<file path="src/rtl/soma_display_pkg.sv">
// ============================================================================
// Module      : soma_display_pkg
// Description : Shared types, constants and helpers for the soma_display
//               block.
// Revision    : 1.0 - initial release
// ============================================================================
`default_nettype none

package soma_display_pkg;

  localparam int N_BITS = 8;

  typedef enum logic [1:0] {
    ST_IDLE = 2'd0,
    ST_CONV = 2'd1,
    ST_DONE = 2'd2
  } state_t;

  // Active-high segment patterns, bit0=a ... bit6=g
  localparam logic [6:0] SEG_0     = 7'h3F;
  localparam logic [6:0] SEG_1     = 7'h06;
  localparam logic [6:0] SEG_2     = 7'h5B;
  localparam logic [6:0] SEG_3     = 7'h4F;
  localparam logic [6:0] SEG_4     = 7'h66;
  localparam logic [6:0] SEG_5     = 7'h6D;
  localparam logic [6:0] SEG_6     = 7'h7D;
  localparam logic [6:0] SEG_7     = 7'h07;
  localparam logic [6:0] SEG_8     = 7'h7F;
  localparam logic [6:0] SEG_9     = 7'h6F;
  localparam logic [6:0] SEG_E     = 7'h79;
  localparam logic [6:0] SEG_R     = 7'h50;
  localparam logic [6:0] SEG_BLANK = 7'h00;

  // Non-BCD codes reuse the spare nibble values to select the glyphs.
  localparam logic [3:0] CODE_R     = 4'hA;
  localparam logic [3:0] CODE_E     = 4'hE;
  localparam logic [3:0] CODE_BLANK = 4'hF;

  function automatic logic [6:0] seg_of(input logic [3:0] code);
    case (code)
      4'd0:    seg_of = SEG_0;
      4'd1:    seg_of = SEG_1;
      4'd2:    seg_of = SEG_2;
      4'd3:    seg_of = SEG_3;
      4'd4:    seg_of = SEG_4;
      4'd5:    seg_of = SEG_5;
      4'd6:    seg_of = SEG_6;
      4'd7:    seg_of = SEG_7;
      4'd8:    seg_of = SEG_8;
      4'd9:    seg_of = SEG_9;
      CODE_R:  seg_of = SEG_R;
      CODE_E:  seg_of = SEG_E;
      default: seg_of = SEG_BLANK;
    endcase
  endfunction

  function automatic logic [3:0] add3(input logic [3:0] nib);
    add3 = (nib >= 4'd5) ? nib + 4'd3 : nib;
  endfunction

endpackage

`default_nettype wire

</file>
<file path="src/rtl/soma_display_decod7seg.sv">
// ============================================================================
// Module      : decod7seg
// Description : Combinational digit-code to 7-segment decoder with selectable
//               output polarity.
// Revision    : 1.0 - initial release
// ============================================================================
`default_nettype none

module decod7seg
  import soma_display_pkg::*;
#(
  parameter logic SEG_ATIVO_BAIXO = 1'b1
) (
  input  logic [3:0] bcd,
  output logic [6:0] seg
);

  logic [6:0] seg_ah;

  always_comb begin
    seg_ah = seg_of(bcd);
    seg    = SEG_ATIVO_BAIXO ? ~seg_ah : seg_ah;
  end

endmodule

`default_nettype wire

</file>
<file path="src/rtl/soma_display.sv">
// ============================================================================
// Module      : soma_display
// Description : Converts an 8-bit sum to three 7-segment digits using a
//               sequential double-dabble, with leading-zero blanking.
//               Optional macro SOMA_DISPLAY_ERRO_EN shows "Err" on overflow.
// Revision    : 1.0 - initial release
// ============================================================================
`default_nettype none

module soma_display
  import soma_display_pkg::*;
#(
  parameter logic SEG_ATIVO_BAIXO = 1'b1
) (
  input  logic              clk,
  input  logic              reset,
  input  logic [N_BITS-1:0] soma,
  input  logic              pronto,
  input  logic              erro,
  output logic [6:0]        hex0,
  output logic [6:0]        hex1,
  output logic [6:0]        hex2,
  output logic              ocupado,
  output logic              valido
);

  localparam logic [6:0] C_SEG_OFF = SEG_ATIVO_BAIXO ? ~SEG_BLANK : SEG_BLANK;

  state_t            state_q, state_d;
  logic              pronto_q, pronto_d;
  logic [N_BITS-1:0] bin_q, bin_d;
  logic [11:0]       bcd_q, bcd_d;
  logic [2:0]        cnt_q, cnt_d;
  logic              valido_q, valido_d;
  logic [6:0]        hex0_q, hex0_d;
  logic [6:0]        hex1_q, hex1_d;
  logic [6:0]        hex2_q, hex2_d;

  logic              start_ev;
  logic [11:0]       bcd_adj;
  logic [3:0]        code0, code1, code2;
  logic [6:0]        seg0, seg1, seg2;

`ifdef SOMA_DISPLAY_ERRO_EN
  logic              erro_q, erro_d;
`else
  logic              unused_erro;
  assign unused_erro = erro;
`endif

  assign start_ev = pronto & ~pronto_q;
  assign bcd_adj  = {add3(bcd_q[11:8]), add3(bcd_q[7:4]), add3(bcd_q[3:0])};

  // Leading zeros blanked; units digit is always shown.
  always_comb begin
    code2 = (bcd_q[11:8] == 4'd0) ? CODE_BLANK : bcd_q[11:8];
    code1 = (bcd_q[11:4] == 8'd0) ? CODE_BLANK : bcd_q[7:4];
    code0 = bcd_q[3:0];
`ifdef SOMA_DISPLAY_ERRO_EN
    if (erro_q) begin
      code2 = CODE_E;
      code1 = CODE_R;
      code0 = CODE_R;
    end
`endif
  end

  decod7seg #(.SEG_ATIVO_BAIXO(SEG_ATIVO_BAIXO)) u_dig0 (.bcd(code0), .seg(seg0));
  decod7seg #(.SEG_ATIVO_BAIXO(SEG_ATIVO_BAIXO)) u_dig1 (.bcd(code1), .seg(seg1));
  decod7seg #(.SEG_ATIVO_BAIXO(SEG_ATIVO_BAIXO)) u_dig2 (.bcd(code2), .seg(seg2));

  always_comb begin
    state_d  = state_q;
    pronto_d = pronto;
    bin_d    = bin_q;
    bcd_d    = bcd_q;
    cnt_d    = cnt_q;
    valido_d = 1'b0;
    hex0_d   = hex0_q;
    hex1_d   = hex1_q;
    hex2_d   = hex2_q;
`ifdef SOMA_DISPLAY_ERRO_EN
    erro_d   = erro_q;
`endif
    case (state_q)
      ST_IDLE: begin
        if (start_ev) begin
          bin_d   = soma;
          bcd_d   = 12'd0;
          cnt_d   = 3'd0;
`ifdef SOMA_DISPLAY_ERRO_EN
          erro_d  = erro;
`endif
          state_d = ST_CONV;
        end
      end
      ST_CONV: begin
        {bcd_d, bin_d} = {bcd_adj, bin_q} << 1;
        cnt_d          = cnt_q + 3'd1;
        if (cnt_q == 3'd7) begin
          state_d = ST_DONE;
        end
      end
      ST_DONE: begin
        hex0_d   = seg0;
        hex1_d   = seg1;
        hex2_d   = seg2;
        valido_d = 1'b1;
        state_d  = ST_IDLE;
      end
      default: state_d = ST_IDLE;
    endcase
  end

  always_ff @(posedge clk) begin
    if (reset) begin
      state_q  <= ST_IDLE;
      pronto_q <= 1'b0;
      bin_q    <= '0;
      bcd_q    <= 12'd0;
      cnt_q    <= 3'd0;
      valido_q <= 1'b0;
      hex0_q   <= C_SEG_OFF;
      hex1_q   <= C_SEG_OFF;
      hex2_q   <= C_SEG_OFF;
`ifdef SOMA_DISPLAY_ERRO_EN
      erro_q   <= 1'b0;
`endif
    end else begin
      state_q  <= state_d;
      pronto_q <= pronto_d;
      bin_q    <= bin_d;
      bcd_q    <= bcd_d;
      cnt_q    <= cnt_d;
      valido_q <= valido_d;
      hex0_q   <= hex0_d;
      hex1_q   <= hex1_d;
      hex2_q   <= hex2_d;
`ifdef SOMA_DISPLAY_ERRO_EN
      erro_q   <= erro_d;
`endif
    end
  end

  assign hex0    = hex0_q;
  assign hex1    = hex1_q;
  assign hex2    = hex2_q;
  assign valido  = valido_q;
  assign ocupado = (state_q == ST_CONV) || (state_q == ST_DONE);

endmodule

`default_nettype wire

</file>
<file path="config.mk">
export PLATFORM = sky130hd
export DESIGN_NAME = soma_display
export DESIGN_NICKNAME = d
export VERILOG_FILES = /design/src/rtl/soma_display_pkg.sv /design/src/rtl/soma_display_decod7seg.sv /design/src/rtl/soma_display.sv
export SDC_FILE = /design/constraint.sdc
export NUM_CORES = 1
export LEC_CHECK = 0
export ABC_AREA = 1
export BUFFER_PORTS_ARGS = -buffer_cell sky130_fd_sc_hd__buf_2
export CAP_MARGIN = 15
export CORE_MARGIN = 2
export CORE_UTILIZATION = 49
export DETAILED_ROUTE_END_ITERATION = 7
export GPL_TIMING_DRIVEN = 0
export HOLD_SLACK_MARGIN = 0.06
export PLACE_DENSITY = 0.69
export SYNTH_ARGS = -nofsm -noshare
export SYNTH_HDL_FRONTEND = slang
export SYNTH_HIERARCHICAL = 1
export SYNTH_SLANG_ARGS = --single-unit
</file>
<file path="constraint.sdc">
create_clock -name clk -period 5.5 [get_ports clk]
set_input_delay 1.375 -clock clk [delete_from_list [all_inputs] [get_ports clk]]
set_output_delay 1.375 -clock clk [all_outputs]
set_load 0.01 [all_outputs]
</file>
==> reports/results.ini <==
[run_status]
status=finished, final reports clean

[layout]
antennaDiodeCount=0
fillCellCount=597
final_util=0.562
syn_to_final_growth_pct=11.8
layout.nets=517
drive_gt1_frac=0.203

[grt]
track_usage=0.187
grt_max_degree=15
antenna_found_initial=0
grt_pass1_vias=2312
grt_pass1_wl_um=9890
overflow=0

[route]
wirelength_um=5700
viasPerCell=4.73
ant_nets=0
drc=0
avgRoutedWirePerCell_um=10.3
firstDrtPassIters=6
drtIter0Drc=72
dr_total_vias=2613

[die]
coreArea_mm2=0.00589
rows=28
io_pins=35
die_h_um=81.7
start_util=0.503
die_area_mm2=0.00668
die_w_um=81.7

[critical_path]
crit_type=register to primary output
critPathLaunchType=register
arrival_ns=1.16
cp.required_ns=4.12
critical_path.max_fanout=4
cp-end-kind=primary output

[synthesis]
yosys_register_bits=48
synthTopCellsByArea=dfxtp_1, nand2_1, ha_1
synth_fp_nets=478
avgSynthCellArea_um2=6.74
synth_top_area_frac=0.325
netlist_area_mm2=0.00296
ys_seq_area_frac=0.325
syn_inst=439
ys_types=20
synth_warnings=6
synth_top_cell_by_area=dfxtp_1

[power]
p_clk_frac=0.122
p_switching_w=0.000890
power_density_mw_per_mm2=558
peakVddDrop_uv=434
p_seq_frac=0.273
p_int_w=0.000957
p_comb_frac=0.605
switching_share=0.482
p_leak_nw=1.70

[timing]
finalCritPeriodShare=0.461
setup-violations-final=0
rsz0062_at_grt=no
maxSlewViolCount=0
fin_tns_setup_ns=0
clock-skew-final_ns=0.00407
max_freq_mhz=395
slew_headroom=0.661
hold_slack_ns=0.456
hold_viol=0
fin_crit_ns=2.53
tightest_slew_ns=0.508

[clock_tree]
ctsHoldBuffers=0
post_cts_buffers=0
cts_buffers=5
ctsResizeCount=0
htreeDepth=2
cts_sinks=48
cts_tree=built
worstSkewPairLatency_ns=0.30
clkTransAtPathRegs_ns=0.08
clockBufferDepth=2
root_buffer=clkbuf_8

[job]
maxCapViolCount=0

[placement]
dp_hpwl_um=4300
port_buffers=32
gp_congestion=0.797

[worst_hold_path]
hold_path_class=register to register

==> final cells by class <==
cell class	instances	area [um2]	share of cell area
multi-input cells	327	1710	0.516
flip-flops and latches	48	961	0.290
inverters	49	184	0.0556
repair buffers	32	160	0.0484
plain buffers	15	108	0.0325
clock buffers	7	96.3	0.0291
well taps	75	93.8	0.0284
==> metrics by stage <==
stage / setup slack [ns] / instances / cell area (um2) / power (W)
6_report: 2.97 / 553 / 3310 / 0.00185
5_1_grt: 2.92 / 553 / 3310 / 0.00207
4_1_cts: 2.95 / 553 / 3310 / 0.00186
3_5_place_dp: 3.22 / 546 / 3210 / 0.00163
3_3_place_gp: 3.23 / 546 / 3210 / 0.00161
2_1_floorplan: 3.42 / 439 / 2960 / 0.00139
==> layout by cell type, fill, tap and decap left out, drive strengths merged <==
cell type / instances
nand3: 46
inv: 49
nand4: 2
buf: 45
nor2: 36
o21ai: 24
dfxtp: 48
ha: 27
clkbuf: 9
or2: 1
nand2: 170
a21oi: 21
==> power groups by stage <==
stage	registers [W]	clock network, W	logic (W)
after global placement	0.000507	0	0.00111
after detailed placement	0.000512	0	0.00112
final	0.000504	0.000226	0.00112
after CTS	0.000505	0.000232	0.00112
after floorplan	0.000532	0	0.000854
after global routing	0.000518	0.000245	0.00130
==> worst max-delay path, cell delays in order, from the launching register on <==
cell,delay (ns)
dfxtp_1,0.35
inv_1,0.09
ha_1,0.29
buf_2,0.14
==> cells by family (layout without fill, tap and decap cells) <==
logic type                 count (synthesis)  in the layout  synth area share
AOI/OAI and AO/OA                         45             45            0.0977
adders and majority gates                 27             27             0.114
buffers and inverters                     64            103            0.0985
DFF                                       48             48             0.325
and+or+nand+nor                          255            255             0.365
==> sequential cells by signal (all words and copies together), names as in the netlist <==
name,cells
hex2,7
cnt_q,3
hex1,7
bin_q,8
pronto_q,1
hex0,7
valido,1
state_q,2
bcd_q,12
==> per-layer routing <==
metal  track usage  up-vias  routed length, um
met1         0.243     1109               2950
met5             0        -                  0
met3        0.0385       12                239
li1              -     1443                  -
met2         0.316       49               2430
met4        0.0483        0                 82
==> final timing paths <==
| check | from | to | slack [ns] | cells past startpoint |
|---|---|---|---|---|
| max reg2reg | bcd_q[8]$_SDFFE_PP0P_ | hex1[3]$_SDFFE_PP1P_ | 3.24 | 15 |
| max | state_q[0]$_SDFFE_PP0P_ | ocupado | 2.97 | 3 |
| min reg2reg | hex2[4]$_SDFFE_PP1P_ | hex2[4]$_SDFFE_PP1P_ | 0.46 | 2 |
| min | hex2[4]$_SDFFE_PP1P_ | hex2[4]$_SDFFE_PP1P_ | 0.46 | 2 |
==> Yosys cell counts, drive strengths merged <==
master / count
nand2: 170
o21ai: 24
or2: 1
nand4: 2
nand3: 46
inv: 49
buf: 13
ha: 27
nor2: 36
clkbuf: 2
dfxtp: 48
a21oi: 21
(Power assumes the default switching activity.)
